==> src/rtl/wb_arbiter.sv <==
// Writeback arbiter feeding the register file's single write port.
// The in-order pipeline writeback always wins. Long-latency results are
// queued in a small FIFO and drain in cycles the pipeline leaves idle.
// Optional build macro: WB_STARVE_EN enables the starvation counter that
// drives pipe_stall; without it pipe_stall is tied low.
module wb_arbiter #(
  parameter int WORD         = 32,
  parameter int REG_SIZE     = 5,
  parameter int FIFO_DEPTH   = 4,
  parameter int STARVE_LIMIT = 8
) (
  input  logic                          clk,
  input  logic                          rst,
  input  logic                          pipe_we,
  input  logic [REG_SIZE-1:0]           pipe_waddr,
  input  logic [WORD-1:0]               pipe_wdata,
  input  logic                          ltu_valid,
  input  logic [REG_SIZE-1:0]           ltu_waddr,
  input  logic [WORD-1:0]               ltu_wdata,
  output logic                          ltu_ready,
  output logic                          wb_en,
  output logic [REG_SIZE-1:0]           wb_addr,
  output logic [WORD-1:0]               wb_data,
  output logic                          pipe_stall,
  output logic [$clog2(FIFO_DEPTH):0]   fifo_level
);

  localparam int AW = $clog2(FIFO_DEPTH);
  localparam int LW = AW + 1;

  logic [REG_SIZE-1:0] r_addr_mem [FIFO_DEPTH];
  logic [WORD-1:0]     r_data_mem [FIFO_DEPTH];
  logic [AW-1:0]       r_wptr;
  logic [AW-1:0]       r_rptr;
  logic [LW-1:0]       r_level;

  logic w_pipe_req;
  logic w_empty;
  logic w_full;
  logic w_push;
  logic w_pop;

  // Register 0 is never written: a pipeline write to r0 counts as no request,
  // and a long-latency result for r0 is accepted by the handshake but dropped.
  assign w_pipe_req = pipe_we && (pipe_waddr != '0);
  assign w_empty    = (r_level == '0);
  assign w_full     = (r_level == LW'(FIFO_DEPTH));
  // Ready depends only on registered occupancy, so a slot freed by a pop
  // becomes visible to the source one cycle later.
  assign ltu_ready  = !w_full;
  assign w_push     = ltu_valid && ltu_ready && (ltu_waddr != '0);
  assign w_pop      = !w_pipe_req && !w_empty;
  assign fifo_level = r_level;

  // FIFO storage: payload only, no reset needed.
  always_ff @(posedge clk) begin
    if (w_push) begin
      r_addr_mem[r_wptr] <= ltu_waddr;
      r_data_mem[r_wptr] <= ltu_wdata;
    end
  end

  // FIFO pointers and occupancy; pointers wrap naturally (depth is a power of two).
  always_ff @(posedge clk or posedge rst) begin
    if (rst) begin
      r_wptr  <= '0;
      r_rptr  <= '0;
      r_level <= '0;
    end else begin
      if (w_push) r_wptr <= r_wptr + AW'(1);
      if (w_pop)  r_rptr <= r_rptr + AW'(1);
      case ({w_push, w_pop})
        2'b10:   r_level <= r_level + LW'(1);
        2'b01:   r_level <= r_level - LW'(1);
        default: r_level <= r_level;
      endcase
    end
  end

  // Registered write port: pipeline first, then FIFO head, else idle with
  // address/data holding their last values.
  always_ff @(posedge clk or posedge rst) begin
    if (rst) begin
      wb_en   <= 1'b0;
      wb_addr <= '0;
      wb_data <= '0;
    end else if (w_pipe_req) begin
      wb_en   <= 1'b1;
      wb_addr <= pipe_waddr;
      wb_data <= pipe_wdata;
    end else if (w_pop) begin
      wb_en   <= 1'b1;
      wb_addr <= r_addr_mem[r_rptr];
      wb_data <= r_data_mem[r_rptr];
    end else begin
      wb_en   <= 1'b0;
    end
  end

`ifdef WB_STARVE_EN
  logic [7:0] r_starve;

  // Count cycles the FIFO head waits behind the pipeline; saturates at 255.
  always_ff @(posedge clk or posedge rst) begin
    if (rst) begin
      r_starve <= '0;
    end else if (w_empty || w_pop) begin
      r_starve <= '0;
    end else if (r_starve != 8'hFF) begin
      r_starve <= r_starve + 8'd1;
    end
  end

  assign pipe_stall = (r_starve >= 8'(STARVE_LIMIT));
`else
  assign pipe_stall = 1'b0;
`endif

endmodule

==> config.mk <==
export PLATFORM = sky130hd
export DESIGN_NAME = wb_arbiter
export DESIGN_NICKNAME = d
export VERILOG_FILES = /design/src/rtl/wb_arbiter.sv
export SDC_FILE = /design/constraint.sdc
export NUM_CORES = 1
export LEC_CHECK = 0
export BUFFER_PORTS_ARGS = -buffer_cell sky130_fd_sc_hd__buf_4
export CAP_MARGIN = 20
export CORE_MARGIN = 5
export CORE_UTILIZATION = 45
export CTS_BUF_LIST = sky130_fd_sc_hd__clkbuf_2 sky130_fd_sc_hd__clkbuf_4 sky130_fd_sc_hd__clkbuf_8
export CTS_CLUSTER_SIZE = 10
export DETAILED_ROUTE_END_ITERATION = 10
export PLACE_DENSITY = 0.74
export RECOVER_POWER = 100
export SKIP_CTS_REPAIR_TIMING = 1
export SLEW_MARGIN = 20
export SYNTH_ARGS = -nofsm -noshare
export SYNTH_HDL_FRONTEND = slang
export SYNTH_SLANG_ARGS = --single-unit
==> constraint.sdc <==
create_clock -name clk -period 1.95 [get_ports clk]
set_input_delay 0.195 -clock clk [delete_from_list [all_inputs] [get_ports clk]]
set_output_delay 0.195 -clock clk [all_outputs]
set_load 0.05 [all_outputs]
==> metrics.csv <==
stage;metric;value;unit
route;DRT antenna net count;0;
global_route;via count of the first global-routing pass;4548;
synth;count of state elements after synthesis;193;
global_route;largest net degree at the start of global routing;39;
cells_and_area;most common cell after layout, fill and taps aside;sky130_fd_sc_hd__edfxtp_1;
synth;Cells after Synth;438;
floorplan;Die Span Y;139;um
cells_and_area;final standard cell area without fillers;0.00970;mm2
min_path;Tightest Hold Check Type;primary input to flip-flop;
setup_path;crit end category;flip-flop;
synth;Post-Syn Area;0.00747;mm2
synth;post-synth top area share;59.5;%
setup_path;critical path type;flip-flop to flip-flop;
cells_and_area;area growth from synthesis to layout;29.9;%
clocking;clock network latency to the later pin of the worst-skew pair;450;ps
setup_path;largest fanout of any net on the critical path;4;
clocking;number of clock sinks seen by CTS;193;
global_route;antenna violations before repair;0;
setup_path;required time worst endpoint;2290;ps
cells_and_area;ant diodes;0;
timing;period utilization;94.9;%
floorplan;total I/O pin count;121;
route;DRT Pass-1 Iters;7;
synth;post-synthesis net count;522;
synth;total number of yosys warnings;0;
floorplan;Die W;139;um
route;via/cell ratio;5.13;
clocking;H-Tree Depth;4;
floorplan;initial core utilization;45.5;%
global_route;GR met1 Demand/Resource;19.8;%
clocking;Inserted Clock Buffers;17;
run;Max-Cap Viols;0;
placed_design;worst setup timing slack at the placement stage;-272;ps
placed_design;dpl cell area;0.00895;mm2
synth;sequential fraction of the synthesis area;74.6;%
synth;top cells by area in the synthesized netlist;sky130_fd_sc_hd__edfxtp_1 (60%), sky130_fd_sc_hd__dfrtp_1 (15%), sky130_fd_sc_hd__mux4_2 (11%);
pwr;PwrDens;1450;mW/mm2
timing;Tmin final;1850;ps
clocking;largest buffer count on any clock path;2;
global_route;global-route wire length before repair;24.4;mm
pwr;Static Leakage;3.56;nW
route;routed length per placed instance;18.3;um
timing;Max Transition Viols Final;0;
pwr;Worst IR Drop VDD;815;uV
setup_path;crit path launch type;flip-flop;
global_route;met2 demand-to-capacity share in global routing;29.1;%
timing;post-route setup TNS;0;ps
cells_and_area;Post-Route Utilization;59.1;%
setup_path;Arr. time, crit path;2190;ps
timing;hold_ws;8.19;ps
status;run status;finished, final reports clean;
synth;Avg Synthesized Cell Area;17.0;um2
route;overall routed net length;15.9;mm
timing;post-route setup slack;99.3;ps
placed_design;HPWL after DPL;10.3;mm
route;number of remaining DRC errors;0;
global_route;total global-route track usage;16.4;%
placed_design;routability congestion estimate from global placement;0.717;
clocking;root buffer cell;sky130_fd_sc_hd__clkbuf_8;
timing;Layout Skew;11.1;ps
cells_and_area;most used cells in the layout excluding fill and tap cells;sky130_fd_sc_hd__edfxtp_1 (148), sky130_fd_sc_hd__buf_4 (89), sky130_fd_sc_hd__nand2_1 (73);
floorplan;placeable core region;0.0164;mm2
clocking;CTS tree;built;
clocking;clock-pin slew of the registers on the worst-case setup and hold paths;90;ps
timing;slew at the pin closest to its max-slew limit;1320;ps
cells_and_area;share of cells above drive strength 1;31.0;%
floorplan;total number of placement rows;47;
global_route;met3 Usage GRT;4.10;%
route;via count of the routed design;4454;
timing;Achievable Freq;540;MHz
global_route;busiest layer in global routing;met2;
timing;setup violation total in the final timing report;0;
cells_and_area;# nets final;720;
placed_design;Port Buffers;119;
synth;unique cell type count in the Yosys netlist;26;
route;starting DRC count in detailed routing;317;
global_route;Overflow after GRT;0;
timing;normalized max-slew margin;11.7;%
timing;Hold Fails Final Rpt;0;
floorplan;Die Outline Area;0.0193;mm2
synth;largest area contributor in the netlist;sky130_fd_sc_hd__edfxtp_1;
timing;setup repair after global routing missed its margin;false;
==> state kept, by name, indices dropped and copies added, names as in the netlist <==
register	count
wb_addr	5
r_rptr	2
r_data_mem	128
fifo_level	3
r_addr_mem	20
wb_data	32
r_wptr	2
wb_en	1
==> cells by family after synthesis <==
logic type | after synthesis | synth area share (%)
DFF | 193 | 74.6
and+or+nand+nor | 122 | 6.52
AOI/OAI and AO/OA | 39 | 3.42
muxes | 39 | 11.4
buffers and inverters | 32 | 2.16
adders and majority gates | 6 | 1.11
xor gates and xnor gates | 6 | 0.704
other | 1 | 0.0502
==> layer usage <==
layer | vias to the layer above | wire length (um)
met5 | - | 0
met4 | 0 | 204
met3 | 16 | 790
li1 | 2051 | -
met1 | 2279 | 6280
met2 | 108 | 8640
==> area by class of cell <==
cell class | count | area (um2)
fill | 1259 | 6710
sequential | 193 | 5580
multi-input combinational | 213 | 1790
timing repair buffer | 204 | 1590
tap | 220 | 275
clock buffer | 18 | 241
clock inverter | 14 | 194
inverter | 7 | 28.8
==> worst max-delay path, stage by stage (launching register included) <==
cell,delay (ps)
sky130_fd_sc_hd__dfrtp_2,450
sky130_fd_sc_hd__or3_1,400
sky130_fd_sc_hd__and2_4,170
sky130_fd_sc_hd__ha_4,160
sky130_fd_sc_hd__inv_2,50
sky130_fd_sc_hd__fa_2,180
sky130_fd_sc_hd__xor2_1,140
sky130_fd_sc_hd__nor2_1,60
sky130_fd_sc_hd__xor2_1,140
==> cells in the mapped netlist <==
master / number
sky130_fd_sc_hd__buf_4: 3
sky130_fd_sc_hd__buf_6: 2
sky130_fd_sc_hd__nand3_1: 4
sky130_fd_sc_hd__edfxtp_1: 148
sky130_fd_sc_hd__o211a_1: 1
sky130_fd_sc_hd__dfrtp_1: 45
sky130_fd_sc_hd__nor3_1: 1
sky130_fd_sc_hd__clkbuf_1: 8
sky130_fd_sc_hd__o21ai_2: 1
sky130_fd_sc_hd__nand2_1: 73
sky130_fd_sc_hd__nor2_1: 36
sky130_fd_sc_hd__a31oi_1: 35
sky130_fd_sc_hd__buf_2: 12
sky130_fd_sc_hd__mux2_2: 1
sky130_fd_sc_hd__a32oi_1: 2
sky130_fd_sc_hd__xor2_1: 3
sky130_fd_sc_hd__ha_1: 5
sky130_fd_sc_hd__conb_1: 1
sky130_fd_sc_hd__mux4_2: 37
sky130_fd_sc_hd__xnor2_1: 3
sky130_fd_sc_hd__and2_1: 5
sky130_fd_sc_hd__mux2i_1: 1
sky130_fd_sc_hd__inv_1: 7
sky130_fd_sc_hd__or4_1: 2
sky130_fd_sc_hd__or3_1: 1
sky130_fd_sc_hd__fa_1: 1
==> power by group <==
group / internal (W) / leakage [nW] / switching (W) / total, W
registers: 0.00549 / 1.86 / 0.000361 / 0.00585
logic: 0.00216 / 1.49 / 0.00332 / 0.00548
clock network: 0.00133 / 0.215 / 0.00143 / 0.00276
total: 0.00898 / 3.56 / 0.00511 / 0.0141
==> stage by stage <==
| stage | cells | power [W] |
|---|---|---|
| floorplan | 438 | 0.00959 |
| global placement | 782 | 0.0114 |
| detailed placement | 782 | 0.0116 |
| CTS | 814 | 0.0144 |
| global route | 869 | 0.0148 |
| finish | 869 | 0.0141 |
==> worst paths after layout <==
path	start	endpoint	slack [ps]	cells past startpoint
max	fifo_level[1]	fifo_level[2]	100	8
min	pipe_wdata[23]	wb_data[23]	8	3
max reg2reg	fifo_level[1]	fifo_level[2]	100	8
min reg2reg	wb_addr[0]	wb_addr[0]	520	2
max in group asynchronous	rst	wb_data[16]	370	4
min in group asynchronous	rst	fifo_level[1]	670	3
Note: power is estimated with default switching activity, not from simulation.
